`config.mk`:
```
export PLATFORM = sky130hd
export DESIGN_NAME = darksocv_memarb_flat
export DESIGN_NICKNAME = d
export VERILOG_FILES = /design/src/rtl/darksocv_memarb_if.sv /design/src/rtl/darksocv_memarb.sv /design/src/flat_wrapper.sv
export SDC_FILE = /design/constraint.sdc
export NUM_CORES = 1
export LEC_CHECK = 0
export CORE_AREA = 2 2 121 123
export DETAILED_ROUTE_END_ITERATION = 12
export DIE_AREA = 0 0 123 125
export GPL_TIMING_DRIVEN = 0
export PLACE_DENSITY = 0.65
export SLEW_MARGIN = 20
export SYNTH_ARGS = -nofsm -noshare
export SYNTH_HDL_FRONTEND = slang
export SYNTH_SLANG_ARGS = --single-unit
```
`constraint.sdc`:
```
create_clock -name clk -period 2 [get_ports clk]
set_clock_uncertainty 0.05 [all_clocks]
set_input_delay 0.4 -clock clk [delete_from_list [all_inputs] [get_ports clk]]
set_output_delay 0.4 -clock clk [all_outputs]
set_load 0.005 [all_outputs]
```
`src/rtl/darksocv_memarb_if.sv`:
```
// Shared bus bundle for the two-requester memory arbiter: both requester
// ports, the memory-side handshake and the grant status.
interface darksocv_memarb_if #(
  parameter int unsigned AW = 32,
  parameter int unsigned DW = 32
);
  // requester 0
  logic          req0;
  logic          wr0;
  logic [AW-1:0] addr0;
  logic [DW-1:0] dato0;
  logic [DW/8-1:0] be0;
  logic          ack0;
  logic          err0;
  logic [DW-1:0] dati0;
  // requester 1
  logic          req1;
  logic          wr1;
  logic [AW-1:0] addr1;
  logic [DW-1:0] dato1;
  logic [DW/8-1:0] be1;
  logic          ack1;
  logic          err1;
  logic [DW-1:0] dati1;
  // memory side
  logic          mreq;
  logic          mwr;
  logic [AW-1:0] maddr;
  logic [DW-1:0] mdato;
  logic [DW/8-1:0] mbe;
  logic [DW-1:0] mdati;
  logic          mrdy;
  // status
  logic          gnt;

  // Arbiter view.
  modport slave (
    input  req0, wr0, addr0, dato0, be0,
    input  req1, wr1, addr1, dato1, be1,
    input  mdati, mrdy,
    output ack0, err0, dati0,
    output ack1, err1, dati1,
    output mreq, mwr, maddr, mdato, mbe,
    output gnt
  );

  // Requester/memory view.
  modport master (
    output req0, wr0, addr0, dato0, be0,
    output req1, wr1, addr1, dato1, be1,
    output mdati, mrdy,
    input  ack0, err0, dati0,
    input  ack1, err1, dati1,
    input  mreq, mwr, maddr, mdato, mbe,
    input  gnt
  );
endinterface

```
`src/rtl/darksocv_memarb.sv`:
```
// Two-requester round-robin arbiter for the shared memory bus. Each
// transaction runs IDLE -> BUSY -> RESP; a watchdog aborts a BUSY phase the
// memory never completes and reports it on the requester's err line.
module darksocv_memarb #(
  parameter int unsigned AW   = 32,
  parameter int unsigned DW   = 32,
  parameter int unsigned TOUT = 64
) (
  input  logic              clk,
  input  logic              res,
  darksocv_memarb_if.slave  bus
);

  localparam int unsigned CW = (TOUT > 0) ? $clog2(TOUT + 1) : 1;

  typedef enum logic [1:0] {StIdle, StBusy, StResp} state_e;

  state_e          state_q;
  logic            gnt_q;
  logic            last_q;
  logic [CW-1:0]   cnt_q;
  logic            ack0_q, ack1_q;
  logic            err0_q, err1_q;
  logic [DW-1:0]   dati0_q, dati1_q;

  logic            pick;
  logic            timeout;
  logic            busy;
  logic            mwr_c;
  logic [AW-1:0]   maddr_c;
  logic [DW-1:0]   mdato_c;
  logic [DW/8-1:0] mbe_c;

  // Winner of an IDLE-cycle arbitration: a tie goes to the one not granted last.
  always_comb begin
    if (bus.req0 && bus.req1) begin
      pick = ~last_q;
    end else begin
      pick = bus.req1;
    end
  end

  // Watchdog fires on the last allowed wait cycle unless memory completes in it.
  always_comb begin
    timeout = (TOUT != 0) && !bus.mrdy && (cnt_q == CW'(TOUT - 1));
  end

  // Arbitration FSM with registered completion outputs.
  always_ff @(posedge clk) begin
    if (res) begin
      state_q <= StIdle;
      gnt_q   <= 1'b0;
      last_q  <= 1'b1;
      cnt_q   <= '0;
      ack0_q  <= 1'b0;
      ack1_q  <= 1'b0;
      err0_q  <= 1'b0;
      err1_q  <= 1'b0;
      dati0_q <= '0;
      dati1_q <= '0;
    end else begin
      ack0_q <= 1'b0;
      ack1_q <= 1'b0;
      err0_q <= 1'b0;
      err1_q <= 1'b0;
      unique case (state_q)
        StIdle: begin
          if (bus.req0 || bus.req1) begin
            gnt_q   <= pick;
            last_q  <= pick;
            cnt_q   <= '0;
            state_q <= StBusy;
          end
        end
        StBusy: begin
          if (bus.mrdy) begin
            if (gnt_q) begin
              dati1_q <= bus.mdati;
              ack1_q  <= 1'b1;
            end else begin
              dati0_q <= bus.mdati;
              ack0_q  <= 1'b1;
            end
            state_q <= StResp;
          end else if (timeout) begin
            if (gnt_q) begin
              dati1_q <= '0;
              ack1_q  <= 1'b1;
              err1_q  <= 1'b1;
            end else begin
              dati0_q <= '0;
              ack0_q  <= 1'b1;
              err0_q  <= 1'b1;
            end
            state_q <= StResp;
          end else if (cnt_q != '1) begin
            cnt_q <= cnt_q + CW'(1);
          end
        end
        StResp: begin
          state_q <= StIdle;
        end
        default: begin
          state_q <= StIdle;
        end
      endcase
    end
  end

  // Memory-side fields follow the granted requester only while BUSY.
  always_comb begin
    busy    = (state_q == StBusy);
    mwr_c   = 1'b0;
    maddr_c = '0;
    mdato_c = '0;
    mbe_c   = '0;
    if (busy) begin
      if (gnt_q) begin
        mwr_c   = bus.wr1;
        maddr_c = bus.addr1;
        mdato_c = bus.dato1;
        mbe_c   = bus.be1;
      end else begin
        mwr_c   = bus.wr0;
        maddr_c = bus.addr0;
        mdato_c = bus.dato0;
        mbe_c   = bus.be0;
      end
    end
  end

  assign bus.mreq  = busy;
  assign bus.mwr   = mwr_c;
  assign bus.maddr = maddr_c;
  assign bus.mdato = mdato_c;
  assign bus.mbe   = mbe_c;
  assign bus.ack0  = ack0_q;
  assign bus.ack1  = ack1_q;
  assign bus.err0  = err0_q;
  assign bus.err1  = err1_q;
  assign bus.dati0 = dati0_q;
  assign bus.dati1 = dati1_q;
  assign bus.gnt   = gnt_q;

endmodule

```
`src/flat_wrapper.sv`:
```
// flat-port wrapper written by rule: the top's interface ports become plain ports
module darksocv_memarb_flat 
#(
  parameter int unsigned AW   = 32,
  parameter int unsigned DW   = 32,
  parameter int unsigned TOUT = 64
)
  (clk, res, bus_req0, bus_wr0, bus_addr0, bus_dato0, bus_be0, bus_req1, bus_wr1, bus_addr1, bus_dato1, bus_be1, bus_mdati, bus_mrdy, bus_ack0, bus_err0, bus_dati0, bus_ack1, bus_err1, bus_dati1, bus_mreq, bus_mwr, bus_maddr, bus_mdato, bus_mbe, bus_gnt);
  darksocv_memarb_if #(.AW(AW), .DW(DW)) bus_i ();
  input  logic clk;
  input  logic res;
  input wire logic [$bits(bus_i.req0)-1:0] bus_req0;
  input wire logic [$bits(bus_i.wr0)-1:0] bus_wr0;
  input wire logic [$bits(bus_i.addr0)-1:0] bus_addr0;
  input wire logic [$bits(bus_i.dato0)-1:0] bus_dato0;
  input wire logic [$bits(bus_i.be0)-1:0] bus_be0;
  input wire logic [$bits(bus_i.req1)-1:0] bus_req1;
  input wire logic [$bits(bus_i.wr1)-1:0] bus_wr1;
  input wire logic [$bits(bus_i.addr1)-1:0] bus_addr1;
  input wire logic [$bits(bus_i.dato1)-1:0] bus_dato1;
  input wire logic [$bits(bus_i.be1)-1:0] bus_be1;
  input wire logic [$bits(bus_i.mdati)-1:0] bus_mdati;
  input wire logic [$bits(bus_i.mrdy)-1:0] bus_mrdy;
  output wire logic [$bits(bus_i.ack0)-1:0] bus_ack0;
  output wire logic [$bits(bus_i.err0)-1:0] bus_err0;
  output wire logic [$bits(bus_i.dati0)-1:0] bus_dati0;
  output wire logic [$bits(bus_i.ack1)-1:0] bus_ack1;
  output wire logic [$bits(bus_i.err1)-1:0] bus_err1;
  output wire logic [$bits(bus_i.dati1)-1:0] bus_dati1;
  output wire logic [$bits(bus_i.mreq)-1:0] bus_mreq;
  output wire logic [$bits(bus_i.mwr)-1:0] bus_mwr;
  output wire logic [$bits(bus_i.maddr)-1:0] bus_maddr;
  output wire logic [$bits(bus_i.mdato)-1:0] bus_mdato;
  output wire logic [$bits(bus_i.mbe)-1:0] bus_mbe;
  output wire logic [$bits(bus_i.gnt)-1:0] bus_gnt;
  assign bus_i.req0 = bus_req0;
  assign bus_i.wr0 = bus_wr0;
  assign bus_i.addr0 = bus_addr0;
  assign bus_i.dato0 = bus_dato0;
  assign bus_i.be0 = bus_be0;
  assign bus_i.req1 = bus_req1;
  assign bus_i.wr1 = bus_wr1;
  assign bus_i.addr1 = bus_addr1;
  assign bus_i.dato1 = bus_dato1;
  assign bus_i.be1 = bus_be1;
  assign bus_i.mdati = bus_mdati;
  assign bus_i.mrdy = bus_mrdy;
  assign bus_ack0 = bus_i.ack0;
  assign bus_err0 = bus_i.err0;
  assign bus_dati0 = bus_i.dati0;
  assign bus_ack1 = bus_i.ack1;
  assign bus_err1 = bus_i.err1;
  assign bus_dati1 = bus_i.dati1;
  assign bus_mreq = bus_i.mreq;
  assign bus_mwr = bus_i.mwr;
  assign bus_maddr = bus_i.maddr;
  assign bus_mdato = bus_i.mdato;
  assign bus_mbe = bus_i.mbe;
  assign bus_gnt = bus_i.gnt;
  darksocv_memarb #(.AW(AW), .DW(DW), .TOUT(TOUT)) u_core (.clk(clk), .res(res), .bus(bus_i));
endmodule
```
==> run metrics, run 1 <==
Port Buffer Count between 300 and 400; synth unique cells 36; Final setup viols 10; Slew Limit Fails 0; nets@finish just over 900; Post-Place Worst Slack -760 ps; non-filler instance count after layout 927; Clock H-tree levels 3; Int Power 3490 µW; Root Driver clkbuf_16; Clock transition at path regs 60 ps; first-pass GRT wire length 26800 µm; critical path startpoint category register; Worst Tran Pin Value 556 ps; CTS tree built; worst-path fanout max 7; commonest cells after routing, fill and taps aside 242 x clkdlybuf4s50_1, 77 x dfxtp_1, 64 x a32o_1; drt first pass iters 4; fillers around 1300; Avg Cell Area, Syn a little under 10 µm²; fin crit share 1.04; clk_lat worst skew 330 ps; critical path's slowest cell dfxtp_4; #FFs+latches synth 79; Fin. Hold Viols 0; DR vias 4614; Setup crit end kind primary output; Overall Power 4700 µW; share of cells above drive strength 1 0.226; CTS Buffer Depth 2; Slowest Stage Delay on Critical Path around 370 ps; CTS buffer count 9; net switching power figure 1220 µW; Worst R2R Setup Slack 140 ps; switching share of total power 0.259; Hold Slack about 230 ps; unrepaired setup endpoints after global routing yes; uppermost layer routed met4; Core ar. 14200 µm²; number of synthesized flops with an enable pin 0; Worst Path Buf+Inv 5; Comb power frac 0.299; Antenna Diode Count 0; IO Count 314; share of the yosys chip area belonging to registers 0.424; Net Count, Synth ~560; Slew headroom 0.629; Layout area overhead 113%; die span in y between 100 and 150 µm; LEAKAGE 0.00305 µW; Remaining DRCs 0; asr flop ratio synth 0; area leader, netlist dfxtp_1; Cell Area, Placed 7080 µm²; Syn Inst Count 382; Via density 4.98; worst path cell trace clkbuf_16 -> buf_12 -> buf_6 -> buf_6 -> mux2i_2 -> nor2_2 -> buf_2; Yosys warning total 0; area of the multi-input gates 2210 µm²; initial antenna violation count 0; power per standard cell area ~590 nW/µm²; Cells after DPL 878; sequential share of power 0.352; main area contributors after synthesis dfxtp_1 42%, mux2i_1 19%, a32o_1 17%; Die ar. 15400 µm²; worst IR drop on VDD 539 µV; largest net degree at the start of global routing 13; area fraction of the dominant cell type after synthesis 0.424; clock network power share 0.349; Overflow after GRT 0; failing checks negative setup slack; final instance area 7950 µm²; Critical Path AT 1640 ps; global placement routability congestion roughly 0.90; final WL between 15000 and 20000 µm; GRT Total Usage 0.230; FF+latch area 1590 µm²; maxcap violations 0; Top Family by Delay on Critical Path buffers and inverters; Iteration-0 DRC Markers 199; CP required 1550 ps; worst hold-check path type in2reg; mapped cell area 3730 µm²; WL met2 8900 µm; Die Wd 123 µm; fmax ~0.48 GHz; CP most frequent cell buf_6; setup ws final -89.5 ps; average wire per standard cell 20.3 µm; antenna viol nets, final 0; Crit Path Class reg2out; met1 wire length ~7400 µm; row cnt 44; ys flop type dfxtp_1; number of global-route vias before repair 4615; starting density of the core 0.262; min Tclk post-route 2090 ps; Final HPWL DP approximately 14000 µm; clk sinks 79; met3 WL 1620 µm; most common cell after layout, fill and taps aside clkdlybuf4s50_1; status complete, but fails checks
## final timing paths
path | end | startpoint | cells after the start
worst min register to register | u_core.bus.dati0[0]$_SDFFE_PP0P_ | u_core.bus.dati0[0]$_SDFFE_PP0P_ | 1
worst max register to register | u_core.bus.dati1[18]$_SDFFE_PP0P_ | u_core.cnt_q[1]$_SDFFE_PP0P_ | 6
worst min-delay path | u_core.bus.gnt$_SDFFE_PP0P_ | res | 2
worst max-delay path | bus_mdato[4] | u_core.bus.gnt$_SDFFE_PP0P_ | 7
## kinds of logic (layout without fill, tap and decap cells)
logic type | after synthesis | after routing | synth area share
AO/OA/AOI/OAI | 84 | 84 | 0.211
adder cells (fa/ha/maj) | 1 | 1 | 0.00336
buffers and inverters | 42 | 403 | 0.0487
flip-flops | 79 | 79 | 0.424
multiplexers | 70 | 70 | 0.188
AND/OR/NAND/NOR | 106 | 106 | 0.125
## through the flow
step | util | setup TNS (ps)
after detailed placement | 0.499 | -56390
final | 0.559 | -374
after CTS | 0.559 | -993
after floorplan | - | 0
after global routing | 0.559 | -1550
after global placement | 0.499 | -53720
## routing by layer
layer	global-route usage	vias up
met5	0	-
met4	0.106	0
met3	0.0771	36
met2	0.380	223
met1	0.267	2194
li1	-	2161
## timing repair
| action | CTS | global route |
|---|---|---|
| gates cloned | 4 | 1 |
| buffers inserted | 26 | 7 |
| hold buffers | 0 | 0 |
| pin swaps | 11 | 18 |
| gates resized for setup | 312 | 56 |
| endpoints found under the setup margin | 130 | 119 |
| endpoints found under the hold margin | 0 | 0 |
## state kept, by name (all words and copies together), names as in the netlist
register,count
u_core.bus.dati0,32
u_core.bus.dati1,32
u_core.cnt_q,7
u_core.state_q,2
u_core.bus.ack0,1
u_core.bus.ack1,1
u_core.bus.err0,1
u_core.bus.err1,1
u_core.bus.gnt,1
u_core.last_q,1
## power groups by stage
stage | combinational (µW) | clock (µW) | sequential, µW
2_1_floorplan | 405 | 0 | 1680
3_3_place_gp | 1190 | 0 | 1680
3_5_place_dp | 1200 | 0 | 1680
4_1_cts | 1390 | 1680 | 1650
5_1_grt | 1490 | 1740 | 1660
6_report | 1410 | 1640 | 1650
## layout make-up
cell class	instances	share of cell area
repair buffers	347	0.412
multi-input cells	261	0.278
flip-flops and latches	79	0.200
plain buffers	37	0.0417
clock buffers	12	0.0323
well taps	184	0.0290
clock inverters	3	0.00535
inverters	4	0.00189
## Yosys cell counts (all sizes together) (3+ instances only)
master,n
nor3,5
inv,4
nor2,74
a21oi,3
a32o,64
nand3,3
o21ai,4
mux2i,70
nand2,10
clkbuf,15
and3,3
buf,23
dfxtp,79
No activity file was read; power rests on OpenSTA's default activity.
==> run 2: changes to the inputs <==
- GPL_ROUTABILITY_DRIVEN: default -> 0
==> results of run 2 <==
No change in the layout: final DEF, timing and power equal those of run 1.
